==> src/rtl/mem_address_unit.sv <==
`default_nettype none
// ============================================================================
// Module   : mem_address_unit
// Brief    : Registered memory-address selector with an exception-vector
//            sequencer. Normal loads choose between the ALU result, the ALUOut
//            register or a vector constant. Exception requests are latched,
//            served lowest-index first, and held for MEM_LAT wait cycles.
//            A one-cycle done pulse then goes to the control unit.
// Revision : 1.0 - initial release
// ============================================================================
module mem_address_unit #(
  parameter int WIDTH    = 32,
  parameter int VEC_BASE = 253,
  parameter int N_VEC    = 3,
  parameter int MEM_LAT  = 1
) (
  input  logic             clk,
  input  logic             reset,
  input  logic [2:0]       seletor,
  input  logic [WIDTH-1:0] ula_result,
  input  logic [WIDTH-1:0] ulaout_data,
  input  logic             addr_load,
  input  logic [N_VEC-1:0] exc_req,
  output logic [WIDTH-1:0] mem_address_out,
  output logic             exc_busy,
  output logic [2:0]       exc_code,
  output logic             vec_done
);

  typedef enum logic [1:0] {
    S_IDLE = 2'd0,
    S_VEC  = 2'd1,
    S_WAIT = 2'd2,
    S_DONE = 2'd3
  } state_t;

  state_t           r_state;
  state_t           w_state_nxt;
  logic [3:0]       r_cnt;
  logic [3:0]       w_cnt_nxt;
  logic [N_VEC-1:0] r_pending;
  logic [N_VEC-1:0] w_req;
  logic [N_VEC-1:0] w_clr;
  logic [2:0]       w_k;
  logic             w_any;
  logic             w_take;
  logic [WIDTH-1:0] w_vec_addr;
  logic [WIDTH-1:0] w_sel_addr;

  assign w_req  = r_pending | exc_req;
  assign w_any  = |w_req;
  assign w_take = (r_state == S_IDLE) && w_any;

  // Lowest-index request wins; also build the mask of the bit being served.
  always_comb begin
    w_k   = 3'd0;
    w_clr = '0;
    for (int i = N_VEC - 1; i >= 0; i--) begin
      if (w_req[i]) w_k = 3'(i);
    end
    for (int i = 0; i < N_VEC; i++) begin
      w_clr[i] = w_take && (w_k == 3'(i));
    end
  end

  assign w_vec_addr = WIDTH'(VEC_BASE) + WIDTH'(w_k);

  // Normal-mode source map; unused codes select zero.
  always_comb begin
    w_sel_addr = '0;
    case (seletor)
      3'b000:  w_sel_addr = ula_result;
      3'b001:  w_sel_addr = ulaout_data;
      default: begin
        if ((int'(seletor) - 2) < N_VEC)
          w_sel_addr = WIDTH'(VEC_BASE) + WIDTH'(seletor - 3'd2);
      end
    endcase
  end

  // Next-state and wait-counter logic of the vector sequencer.
  always_comb begin
    w_state_nxt = r_state;
    w_cnt_nxt   = r_cnt;
    case (r_state)
      S_IDLE: if (w_any) w_state_nxt = S_VEC;
      S_VEC: begin
        w_cnt_nxt   = 4'(MEM_LAT - 1);
        w_state_nxt = S_WAIT;
      end
      S_WAIT: begin
        if (r_cnt == 4'd0) w_state_nxt = S_DONE;
        else               w_cnt_nxt   = r_cnt - 4'd1;
      end
      S_DONE:  w_state_nxt = S_IDLE;
      default: w_state_nxt = S_IDLE;
    endcase
  end

  // Sequencer state, wait counter and pending-request register.
  always_ff @(posedge clk or negedge reset) begin
    if (!reset) begin
      r_state   <= S_IDLE;
      r_cnt     <= 4'd0;
      r_pending <= '0;
    end else begin
      r_state   <= w_state_nxt;
      r_cnt     <= w_cnt_nxt;
      r_pending <= w_req & ~w_clr;
    end
  end

  // Address/code register: exception entry beats a normal load; held while busy.
  always_ff @(posedge clk or negedge reset) begin
    if (!reset) begin
      mem_address_out <= '0;
      exc_code        <= 3'd0;
    end else if (w_take) begin
      mem_address_out <= w_vec_addr;
      exc_code        <= w_k;
    end else if ((r_state == S_IDLE) && addr_load) begin
      mem_address_out <= w_sel_addr;
    end
  end

  assign exc_busy = (r_state != S_IDLE);
  assign vec_done = (r_state == S_DONE);

endmodule
`default_nettype wire

==> config.mk <==
export PLATFORM = sky130hd
export DESIGN_NAME = mem_address_unit
export DESIGN_NICKNAME = d
export VERILOG_FILES = /design/src/rtl/mem_address_unit.sv
export SDC_FILE = /design/constraint.sdc
export NUM_CORES = 1
export LEC_CHECK = 0
export CAP_MARGIN = 40
export CORE_UTILIZATION = 34
export CTS_BUF_LIST = sky130_fd_sc_hd__clkbuf_2
export DETAILED_ROUTE_END_ITERATION = 10
export PLACE_DENSITY = 0.75
export SKIP_LAST_GASP = 1
export SLEW_MARGIN = 20
export SYNTH_ARGS = -nofsm -noshare
export SYNTH_HDL_FRONTEND = slang
export SYNTH_SLANG_ARGS = --single-unit
==> constraint.sdc <==
create_clock -name clk -period 2.28 [get_ports clk]
set_input_delay 0.456 -clock clk [delete_from_list [all_inputs] [get_ports clk]]
set_output_delay 0.456 -clock clk [all_outputs]
set_load 0.01 [all_outputs]
==> metrics.cfg, run 1 <==
[pwr]
comb_power_share_pct=55.4
static_leakage_nw=1.625
intPower_mw=2.080
power_density_mw_per_mm2=886.7
p_switching_mw=1.275
power.share.switching_pct=37.99
worst_ir_drop_on_vdd_mv=0.4049
report.power.total_mw=3.355
power.share.clock_pct=10.0
seq_power_share_pct=34.6

[grt]
antenna_found_initial=0
grt_start_max_net_pins=32
overflow=0
gr-usage-all-layers_pct=19.73
wire_length_of_the_first_global_routing_pass_um=11370
first_global_vias=2422

[final_layout]
fillers=637
multi_input_comb_area_mm2=0.001191
final_area_mm2=0.003784
num-nets-final=463
insertedDiodeCount=0
post_route_cells_drive_above_1_share_pct=12.60
final_cells=469
flow.area_growth_from_synthesis_pct=58.99
layout.area.seq_mm2=0.001076
finalCoreUtilization_pct=55.69

[worst_setup_path]
worst-endpoint-required_ns=1.82
slowest_stage=sky130_fd_sc_hd__clkdlybuf4s50_1
crit_path_cells=buf_4, ha_1, clkdlybuf4s50_1
crit_fanout=3
endpoint_type_of_the_worst_setup_path=output pin
critical-path-max-stage-delay_ns=0.47
crit_path_start_kind=register
worstPathArrival_ns=1.64
criticalPathCategory=register to output pin

[die]
die_w_um=85.66
initial_utilization_pct=35.03
ios=110
die-area_mm2=0.007338
die_y_um=85.66
num_rows=30
core_area_mm2=0.006794

[sta]
slew_viol_final=0
period_minus_slack_ns=2.101
timing.max_slew.rel_slack_pct=55.18
hold-worst-slack_ns=0.03277
final_min_period_over_clock_period_pct=92.13
worst_pin_slew_ns=0.6722
final.setup_skew_ns=0.005550
setup_repair_after_global_routing_missed_its_margin=false
fmaxAchievable_mhz=476.1
setup_violations=0
final_count_of_hold_timing_violations=0

[drt]
route.final.wire_length_um=6924
route.detailed.vias_per_inst=5.087
total_number_of_vias=2386
first_iter_violations=75
wl_per_cell_um=14.76
post-route-drc-count=0
drtAntennaViolNets=0
drt-pass1-iter-count=4

[clocking]
clock_tree_from_tritoncts=built
clock_path_buffers=2
cts-hold-fix-buffers=0
clkSinkCount=43
cts.reportedPaths.clkPinSlew_ns=0.22
cts_buffers=5
cts.root.buffer_cell=sky130_fd_sc_hd__clkbuf_2
clkLatencyLatePin_ns=0.42
ctsHtreeMaxLevel=2

[outcome]
run_status=completed

[synthesis]
synth_cell_type_count=39
synthesis.area_per_instance_um2=9.635
synth_top_flop_cell=sky130_fd_sc_hd__dfrtp_1
synth_warnings=0
asyncSetResetFlopFracSynth_pct=100.0
synthCells=247
ys_seq_area_share_pct=45.22
ys_ff_latch=43
mappedNetlistNets=338
synth-edff-count=0
post_synth_instance_area_mm2=0.002380

[placed_design]
placed_cell_area_mm2=0.003711
dp_cells=459
globalplace.congestion=0.8784
post_dp_hpwl_um=5217
portBuffers=108

[run]
maxCapViolCount=0

[worst_hold_path]
classification_of_the_worst_slack_hold_path=input port to async pin

-- cells in the mapped netlist (2+ instances only) --
cell                       count  area [um^2]
sky130_fd_sc_hd__a221oi_1     26        227.7
sky130_fd_sc_hd__and3_1        2        12.51
sky130_fd_sc_hd__dfrtp_1      43         1076
sky130_fd_sc_hd__a221o_1       2        20.02
sky130_fd_sc_hd__nand2_1       9        33.78
sky130_fd_sc_hd__a21oi_1       3        15.01
sky130_fd_sc_hd__a21boi_0      2        15.01
sky130_fd_sc_hd__clkbuf_1      7        26.28
sky130_fd_sc_hd__buf_4         2        15.01
sky130_fd_sc_hd__o21ai_0      24        120.1
sky130_fd_sc_hd__nand3_1       3        15.01
sky130_fd_sc_hd__a22oi_1       3        22.52
sky130_fd_sc_hd__buf_1         2        7.510
sky130_fd_sc_hd__buf_2         6        30.03
sky130_fd_sc_hd__ha_1         18        225.2
sky130_fd_sc_hd__o21a_1        3        22.52
sky130_fd_sc_hd__nor2_1       27        101.4
sky130_fd_sc_hd__nor2b_1       2        12.51
sky130_fd_sc_hd__a31oi_1       3        18.77
sky130_fd_sc_hd__nand2b_1      4        25.02
sky130_fd_sc_hd__inv_1        14        52.55
sky130_fd_sc_hd__nor3_1       25        125.1
-- critical path, delay by kind of cell (launching register included) --
family / cells / cell delay [ns]
buf+inv: 2 / 0.62
flops: 1 / 0.43
fa+ha+maj: 1 / 0.18
-- power groups by stage --
| stage | combinational [mW] | clock, mW | sequential, mW |
|---|---|---|---|
| 2_1_floorplan | 0.816 | 0 | 1.27 |
| 3_3_place_gp | 1.77 | 0 | 1.18 |
| 3_5_place_dp | 1.81 | 0 | 1.19 |
| 4_1_cts | 1.89 | 0.345 | 1.16 |
| 5_1_grt | 2.05 | 0.380 | 1.19 |
| 6_report | 1.86 | 0.337 | 1.16 |
-- metrics by stage --
step                setup TNS [ns]  worst slack (ns)
floorplan                        0            0.2591
global placement            -2.796           -0.1883
detailed placement          -4.912           -0.2641
global route                     0           0.03633
CTS                              0           0.04358
finish                           0            0.1794
-- timing repair --
action | in CTS | in global routing
gates resized for setup | 3 | 1
buffers inserted | 2 | 0
pin swaps | 0 | 0
setup endpoints to repair | 1 | 1
-- layout make-up --
class / count / area share, %
well taps: 96 / 3.175
repair buffers: 136 / 34.39
flip-flops and latches: 43 / 28.44
clock buffers: 6 / 0.7937
multi-input cells: 172 / 31.48
inverters: 14 / 1.389
clock inverters: 2 / 0.3307
-- layer usage --
layer	vias up	part of all wire, %	GRT usage [%]
met3	10	4.1	4.042
met2	73	52	36.22
met4	0	1.6	5.909
met1	1152	42	23.12
li1	1151	-	-
met5	-	0	0
-- flip-flops by register name, summed over array words and instances, names as in the netlist --
name / flops
mem_address_out: 32
r_pending: 3
r_cnt: 4
exc_code: 2
r_state: 2
-- placed cells by master (no fill, tap or decap), types with 4 or more instances in the layout --
cell                              Yosys  layout
sky130_fd_sc_hd__dfrtp_1             43      43
sky130_fd_sc_hd__nand2b_1             4       4
sky130_fd_sc_hd__o21ai_0             24      24
sky130_fd_sc_hd__a221oi_1            26      26
sky130_fd_sc_hd__nor3_1              25      25
sky130_fd_sc_hd__nor2_1              27      27
sky130_fd_sc_hd__buf_4                2      27
sky130_fd_sc_hd__ha_1                18      17
sky130_fd_sc_hd__clkbuf_2             1       6
sky130_fd_sc_hd__clkdlybuf4s50_1      0     106
sky130_fd_sc_hd__nand2_1              9       9
sky130_fd_sc_hd__inv_1               14      13
-- cell families after synthesis --
family                     share of synthesized area (%)
other                                             0.1576
xor gates and xnor gates                          0.7362
adders and majority gates                          9.464
AOI/OAI and AO/OA                                  22.98
DFF                                                45.22
buffers and inverters                              5.731
muxes                                              1.051
and+or+nand+nor                                    14.67
-- path summary, 6_finish.rpt --
| kind | from | endpoint | depth (start not counted) | slack [ns] |
|---|---|---|---|---|
| setup / recovery | r_state[0] | vec_done | 3 | 0.18 |
| hold / removal | reset | mem_address_out[20] | 1 | 0.03 |
| setup reg to reg | r_pending[1] | mem_address_out[6] | 5 | 0.36 |
| hold reg to reg | exc_code[1] | exc_code[1] | 2 | 0.53 |
| max in group asynchronous | reset | mem_address_out[2] | 2 | 1.59 |
| min in group clk | exc_code[1] | exc_code[1] | 2 | 0.53 |
Power figures use the tool's default switching activity.
==> run 2, diff against run 1 <==
- CTS_BUF_LIST: sky130_fd_sc_hd__clkbuf_2 -> unset
- GPL_ROUTABILITY_DRIVEN: unset -> 0
- PLACE_DENSITY: 0.75 -> 0.68
==> run 2 against run 1 <==
Non-clock buffer count up 2. Fmax shrank 2.8%. Global-route usage about the same. Critical endpoint is now exc_busy. Highest routed layer unchanged.
==> metrics.cfg, run 2 (synthesis gave the netlist of run 1 again) <==
[outcome]
run_status=completed

[clocking]
cts-hold-fix-buffers=0  ; unchanged
ctsHtreeMaxLevel=2  ; unchanged
clkLatencyLatePin_ns=0.30  ; -0.12 ns
cts_buffers=5  ; unchanged
clock_path_buffers=2  ; unchanged
clock_tree_from_tritoncts=built
clkSinkCount=43  ; unchanged
post-cts-setup-buffers=0  ; -2
post_cts.resized_instances=1  ; -2
cts.reportedPaths.clkPinSlew_ns=0.09  ; -0.13 ns
cts.root.buffer_cell=sky130_fd_sc_hd__clkbuf_8

[sta]
period_minus_slack_ns=2.160  ; +0.05984 ns
final.setup_skew_ns=0.007542  ; +0.001991 ns
setup_total_negative_slack_ns=0  ; unchanged
setup_repair_after_global_routing_missed_its_margin=true
setup_violations=0  ; unchanged
final_min_period_over_clock_period_pct=94.76  ; +2.6 points
final_count_of_hold_timing_violations=0  ; unchanged
fmaxAchievable_mhz=462.9  ; -2.8%
slew_viol_final=0  ; unchanged
fin_ws_ns=0.1196  ; -0.05984 ns

[worst_setup_path]
worst_r2r_endpoint=mem_address_out[18]
crit_fanout=8  ; +5
crit_path_start_kind=register
setup.reg_to_reg.worst_slack_ns=0.39  ; +0.03 ns
worst-endpoint-required_ns=1.82  ; about the same
critical-path-max-stage-delay_ns=0.54  ; +0.07 ns
worst_r2r_path_depth=6  ; +1
endpoint_type_of_the_worst_setup_path=output pin
startpoint=r_state[0]
worstPathArrival_ns=1.70  ; +0.06 ns
critPathTopFamily=buffers and inverters
slowest_stage=sky130_fd_sc_hd__clkdlybuf4s50_1
criticalPathCategory=register to output pin
crit_path_cells=inv_1, ha_2, inv_2, clkdlybuf4s50_1
path_buf_inv=3  ; +1
reg2reg_from=r_state[1]

[die]
core_area_mm2=0.006794  ; unchanged
ios=110  ; unchanged
initial_utilization_pct=35.03  ; unchanged
die-area_mm2=0.007338  ; unchanged
die_w_um=85.66  ; unchanged
die_y_um=85.66  ; unchanged
num_rows=30  ; unchanged

[final_layout]
final_common_cell=sky130_fd_sc_hd__clkdlybuf4s50_1
insertedDiodeCount=0  ; unchanged
largest_register_ffs=32  ; unchanged
layout.cells.most_common_list=sky130_fd_sc_hd__clkdlybuf4s50_1 (107), sky130_fd_sc_hd__dfrtp_1 (43), sky130_fd_sc_hd__buf_4 (29), sky130_fd_sc_hd__nor2_1 (27), sky130_fd_sc_hd__a221oi_1 (26)
layout.area.seq_mm2=0.001076  ; unchanged
post_route_cells_drive_above_1_share_pct=13.07  ; +0.47 points
fillers=608  ; -4.6%
num-nets-final=465  ; +0.43%
final_cells=471  ; +0.43%
multi_input_comb_area_mm2=0.001187  ; -0.31%
largest_registers=mem_address_out (32), r_cnt (4), r_pending (3)
register_with_the_most_flip_flops=mem_address_out
flow.area_growth_from_synthesis_pct=61.15

[run]
maxCapViolCount=0  ; unchanged

[placed_design]
post-place-ws_ns=-0.2230  ; +0.04116 ns
portBuffers=108  ; unchanged
dp_cells=463  ; +0.87%
post_dp_hpwl_um=5165  ; -0.99%

[grt]
first_global_vias=2386  ; -1.5%
wire_length_of_the_first_global_routing_pass_um=11390  ; +0.18%
overflow=0  ; unchanged
gr-usage-all-layers_pct=19.73  ; about the same
grt_start_max_net_pins=26  ; -19%
antenna_found_initial=0  ; unchanged

[drt]
route.detailed.vias_per_inst=5.036  ; -1.0%
first_iter_violations=98  ; +31%
drtAntennaViolNets=0  ; unchanged
total_number_of_vias=2372  ; -0.59%
drt-pass1-iter-count=4  ; unchanged
route.final.wire_length_um=6719  ; -3.0%
wl_per_cell_um=14.27  ; -3.4%
post-route-drc-count=0  ; unchanged

[worst_hold_path]
classification_of_the_worst_slack_hold_path=input port to async pin

[pwr]
power_density_mw_per_mm2=907.4  ; +2.3%
worst_ir_drop_on_vdd_mv=0.3741  ; -7.6%
static_leakage_nw=1.642  ; +1.0%

run 2: through the flow:
step                      util (%)  hold slack [ns]  cell area, um^2  total power, mW
after global placement       55.06           0.4384             3741            2.980
after detailed placement     55.06           0.4390             3741            3.017
final                        56.45           0.1013             3835            3.480
after floorplan                  -           0.1604             2380            2.085
after global routing         56.45           0.1160             3835            3.775
after CTS                    56.35           0.1148             3829            3.509
run 2: layout make-up:
class,count,share of cell area [%]
repair buffers,138,34.26
multi-input cells,172,30.96
flip-flops and latches,43,28.06
well taps,96,3.132
clock buffers,6,1.892
inverters,14,1.370
clock inverters,2,0.3263
run 2: how the worst max path moves through the flow:
stage / slack (ns) / cells past startpoint / endpoint
6_report: 0.12 / 4 / exc_busy
5_1_grt: -0.008 / 8 / mem_address_out[2]
4_1_cts: 0.05 / 4 / exc_busy
3_5_place_dp: -0.22 / 8 / mem_address_out[2]
3_3_place_gp: -0.22 / 8 / mem_address_out[2]
2_1_floorplan: 0.26 / 7 / mem_address_out[2]
run 2: power by group:
part / total, mW / internal [mW] / switching, mW / leakage, nW
clock network: 0.484 / 0.214 / 0.269 / 0.0412
registers: 1.17 / 1.02 / 0.148 / 0.542
logic: 1.82 / 0.972 / 0.852 / 1.06
run 2: routing by layer:
layer  track usage, %  wire length, um
met1            25.23             2934
met2            33.67             3296
met3            3.657              352
met4            6.667              135
met5                0                0
run 2: worst register-to-register path, delay by kind of cell, from the launching register on:
family | cells | cell delay [ns]
compound gates | 1 | 0.28
buf+inv | 2 | 0.41
fa+ha+maj | 1 | 0.30
flops | 1 | 0.43
simple gates | 2 | 0.37
==> run 3, diff against run 2 <==
- ABC_AREA: unset -> 1
- GPL_ROUTABILITY_DRIVEN: 0 -> 1
- GPL_TIMING_DRIVEN: unset -> 0
- PLACE_DENSITY: 0.68 -> 0.67
==> run 3 against run 2 <==
Critical path depth grew 5. Hold slack improved by 0.0099 ns. Design area rose by 0.75%. First-iteration DRC count is 20% lower. Synthesized area increased by 6.8%. Via count rose by 5.3%. Clock power rose by 10%. Count of clock-buffer cells in the layout increased by 2. Sequential power fell by 8%. Non-clock buffer count is 14 lower. Flip-flop and latch count stayed put. Setup slack gained 0.065 ns. Highest routed layer unchanged.
==> metrics.cfg, run 3 <==
[synthesis]
synthesis.area_per_instance_um2=8.119  ; -16%
ys_seq_area_share_pct=42.34  ; -2.9 points
synthTopCellsByArea=sky130_fd_sc_hd__dfrtp_1 (42%), sky130_fd_sc_hd__nand2_1 (14%), sky130_fd_sc_hd__ha_1 (8.9%)
synth_warnings=0  ; unchanged
synth_commonest_cells=sky130_fd_sc_hd__nand2_1 (96), sky130_fd_sc_hd__dfrtp_1 (43), sky130_fd_sc_hd__nand3_1 (37)
asyncSetResetFlopFracSynth_pct=100.0  ; unchanged
ys_ff_latch=43  ; unchanged
synth-edff-count=0  ; unchanged
post_synth_instance_area_mm2=0.002541  ; +6.8%
yosysMostFrequentCell=sky130_fd_sc_hd__nand2_1
netlist.top_cell.by_area=sky130_fd_sc_hd__dfrtp_1
synthCells=313  ; +27%
mappedNetlistNets=404  ; +20%
synth_top_flop_cell=sky130_fd_sc_hd__dfrtp_1
synth_cell_type_count=28  ; -28%
yosysTopAreaCellShare_pct=42.34  ; -2.9 points

[worst_setup_path]
crit_fanout=4  ; -4
worst_r2r_path_depth=8  ; +2
criticalPathCategory=input port to register
reg2reg_from=r_pending[0]
worst_r2r_endpoint=mem_address_out[1]
worst-endpoint-required_ns=2.47  ; +0.65 ns
setup.reg_to_reg.worst_slack_ns=0.44  ; +0.05 ns
crit_path_start_kind=input port
endpoint_type_of_the_worst_setup_path=register
worstPathArrival_ns=2.28  ; +0.58 ns

[sta]
final_count_of_hold_timing_violations=0  ; unchanged
slew_viol_final=0  ; unchanged
fmaxAchievable_mhz=477.3  ; +3.1%
final.setup_skew_ns=0.005300  ; -0.002242 ns
setup_violations=0  ; unchanged
fin_ws_ns=0.1847  ; +0.06514 ns
setup_repair_after_global_routing_missed_its_margin=false
setup_total_negative_slack_ns=0  ; unchanged
final_min_period_over_clock_period_pct=91.90  ; -2.9 points
period_minus_slack_ns=2.095  ; -0.06514 ns

[die]
core_area_mm2=0.007253  ; +6.8%
die_w_um=88.45  ; +3.3%
initial_utilization_pct=35.04  ; about the same
die-area_mm2=0.007823  ; +6.6%
num_rows=31  ; +3.3%
ios=110  ; unchanged
die_y_um=88.45  ; +3.3%

[final_layout]
final_cells=529  ; +12%
largest_registers=mem_address_out (32), r_cnt (4), r_pending (3)
layout.cells.most_common_list=sky130_fd_sc_hd__clkdlybuf4s50_1 (106), sky130_fd_sc_hd__nand2_1 (96), sky130_fd_sc_hd__dfrtp_1 (43), sky130_fd_sc_hd__nand3_1 (37), sky130_fd_sc_hd__a22o_1 (21)
largest_register_ffs=32  ; unchanged
final_common_cell=sky130_fd_sc_hd__clkdlybuf4s50_1
post_route_cells_drive_above_1_share_pct=8.605  ; -4.5 points
insertedDiodeCount=0  ; unchanged
flow.area_growth_from_synthesis_pct=52.04
register_with_the_most_flip_flops=mem_address_out
num-nets-final=520  ; +12%

[drt]
route.final.wire_length_um=7097  ; +5.6%
post-route-drc-count=0  ; unchanged
total_number_of_vias=2497  ; +5.3%
wl_per_cell_um=13.42  ; -6.0%
drt-pass1-iter-count=4  ; unchanged
route.detailed.vias_per_inst=4.720  ; -6.3%
drtAntennaViolNets=0  ; unchanged
first_iter_violations=78  ; -20%

[worst_hold_path]
classification_of_the_worst_slack_hold_path=input port to async pin

[clocking]
clock_path_buffers=2  ; unchanged
clkLatencyLatePin_ns=0.29  ; about the same
ctsHtreeMaxLevel=2  ; unchanged
cts_buffers=5  ; unchanged
cts.root.buffer_cell=sky130_fd_sc_hd__clkbuf_8
cts.reportedPaths.clkPinSlew_ns=0.08  ; about the same
post-cts-setup-buffers=0  ; unchanged
clkSinkCount=43  ; unchanged
clock_tree_from_tritoncts=built
post_cts.resized_instances=0  ; -1
cts-hold-fix-buffers=0  ; unchanged

[pwr]
p_switching_mw=1.189  ; -6.3%
static_leakage_nw=1.852  ; +13%
power.share.switching_pct=37.28  ; +0.81 points
comb_power_share_pct=49.3  ; -3.1 points
seq_power_share_pct=34.0  ; +0.3 points
power.share.clock_pct=16.7  ; +2.8 points
report.power.total_mw=3.189  ; -8.4%
power_density_mw_per_mm2=825.4  ; -9.0%
worst_ir_drop_on_vdd_mv=0.2746  ; -27%
intPower_mw=2.000  ; -9.5%

[grt]
first_global_vias=2304  ; -3.4%
grt_start_max_net_pins=25  ; -3.8%
wire_length_of_the_first_global_routing_pass_um=10920  ; -4.2%
gr-usage-all-layers_pct=18.23  ; -1.5 points
overflow=0  ; unchanged
antenna_found_initial=0  ; unchanged

[outcome]
run_status=completed

[placed_design]
globalplace.congestion=0.8298
post_dp_hpwl_um=5533  ; +7.1%
portBuffers=108  ; unchanged
post-place-ws_ns=-0.1321  ; +0.09081 ns
dp_cells=521  ; +13%

[run]
maxCapViolCount=0  ; unchanged

## run 3: cells by family (layout without fill, tap and decap cells)
kind of cell | count (synthesis) | after routing | synth area share [%]
buffers and inverters | 39 | 156 | 7.533
flip-flops | 43 | 43 | 42.34
AND/OR/NAND/NOR | 166 | 166 | 28.26
other | 1 | 1 | 0.1476
AO/OA/AOI/OAI | 44 | 44 | 12.16
XOR/XNOR | 2 | 2 | 0.6894
adder cells (fa/ha/maj) | 18 | 18 | 8.863
## run 3: through the flow
step	instance area (um^2)	hold slack (ns)	util (%)
after floorplan	2541	0.1604	-
after global placement	3746	0.4633	51.65
after detailed placement	3761	0.4456	51.85
after CTS	3861	0.1265	53.23
after global routing	3864	0.1526	53.27
final	3864	0.1112	53.27
## run 3: power groups by stage
stage	registers, mW	logic, mW	clock network (mW)
6_report	1.08	1.57	0.533
5_1_grt	1.11	1.75	0.584
4_1_cts	1.09	1.61	0.552
3_5_place_dp	1.10	1.60	0
3_3_place_gp	1.09	1.57	0
2_1_floorplan	1.17	0.770	0
## run 3: how the worst max path moves through the flow
stage / from / to / slack, ns / depth (start not counted)
2_1_floorplan: exc_req[0] / mem_address_out[1] / 0.53 / 8
3_3_place_gp: reset / mem_address_out[0] / -0.45 / 1
3_5_place_dp: seletor[1] / mem_address_out[0] / -0.13 / 9
4_1_cts: r_state[0] / exc_busy / 0.03 / 5
5_1_grt: seletor[2] / mem_address_out[0] / 0.04 / 9
6_report: exc_req[0] / mem_address_out[1] / 0.18 / 9
## run 3: area by class of cell
type	instances	area, um^2
buffer	15	101.3
clock buffer	8	100.1
fill	705	3390
inverter	24	90.09
multi-input combinational	231	1274
sequential	43	1076
tap	99	123.9
timing repair buffer	109	1099
## run 3: per-layer routing
| metal | track usage (%) | vias up | wire length, um |
|---|---|---|---|
| met5 | 0 | - | 0 |
| met4 | 5.279 | 0 | 70 |
| met3 | 2.985 | 8 | 459 |
| met2 | 32.24 | 71 | 3489 |
| met1 | 22.86 | 1162 | 3076 |
| li1 | - | 1256 | - |
## run 3: worst max-delay path: stages
cell and delay, ns:
sky130_fd_sc_hd__clkdlybuf4s50_1 0.45, sky130_fd_sc_hd__nor2_2 0.20, sky130_fd_sc_hd__inv_1 0.08, sky130_fd_sc_hd__nor2_1 0.24, sky130_fd_sc_hd__inv_1 0.13, sky130_fd_sc_hd__ha_1 0.30, sky130_fd_sc_hd__or2_2 0.29, sky130_fd_sc_hd__nand3_1 0.08
sky130_fd_sc_hd__nand2_1 0.05
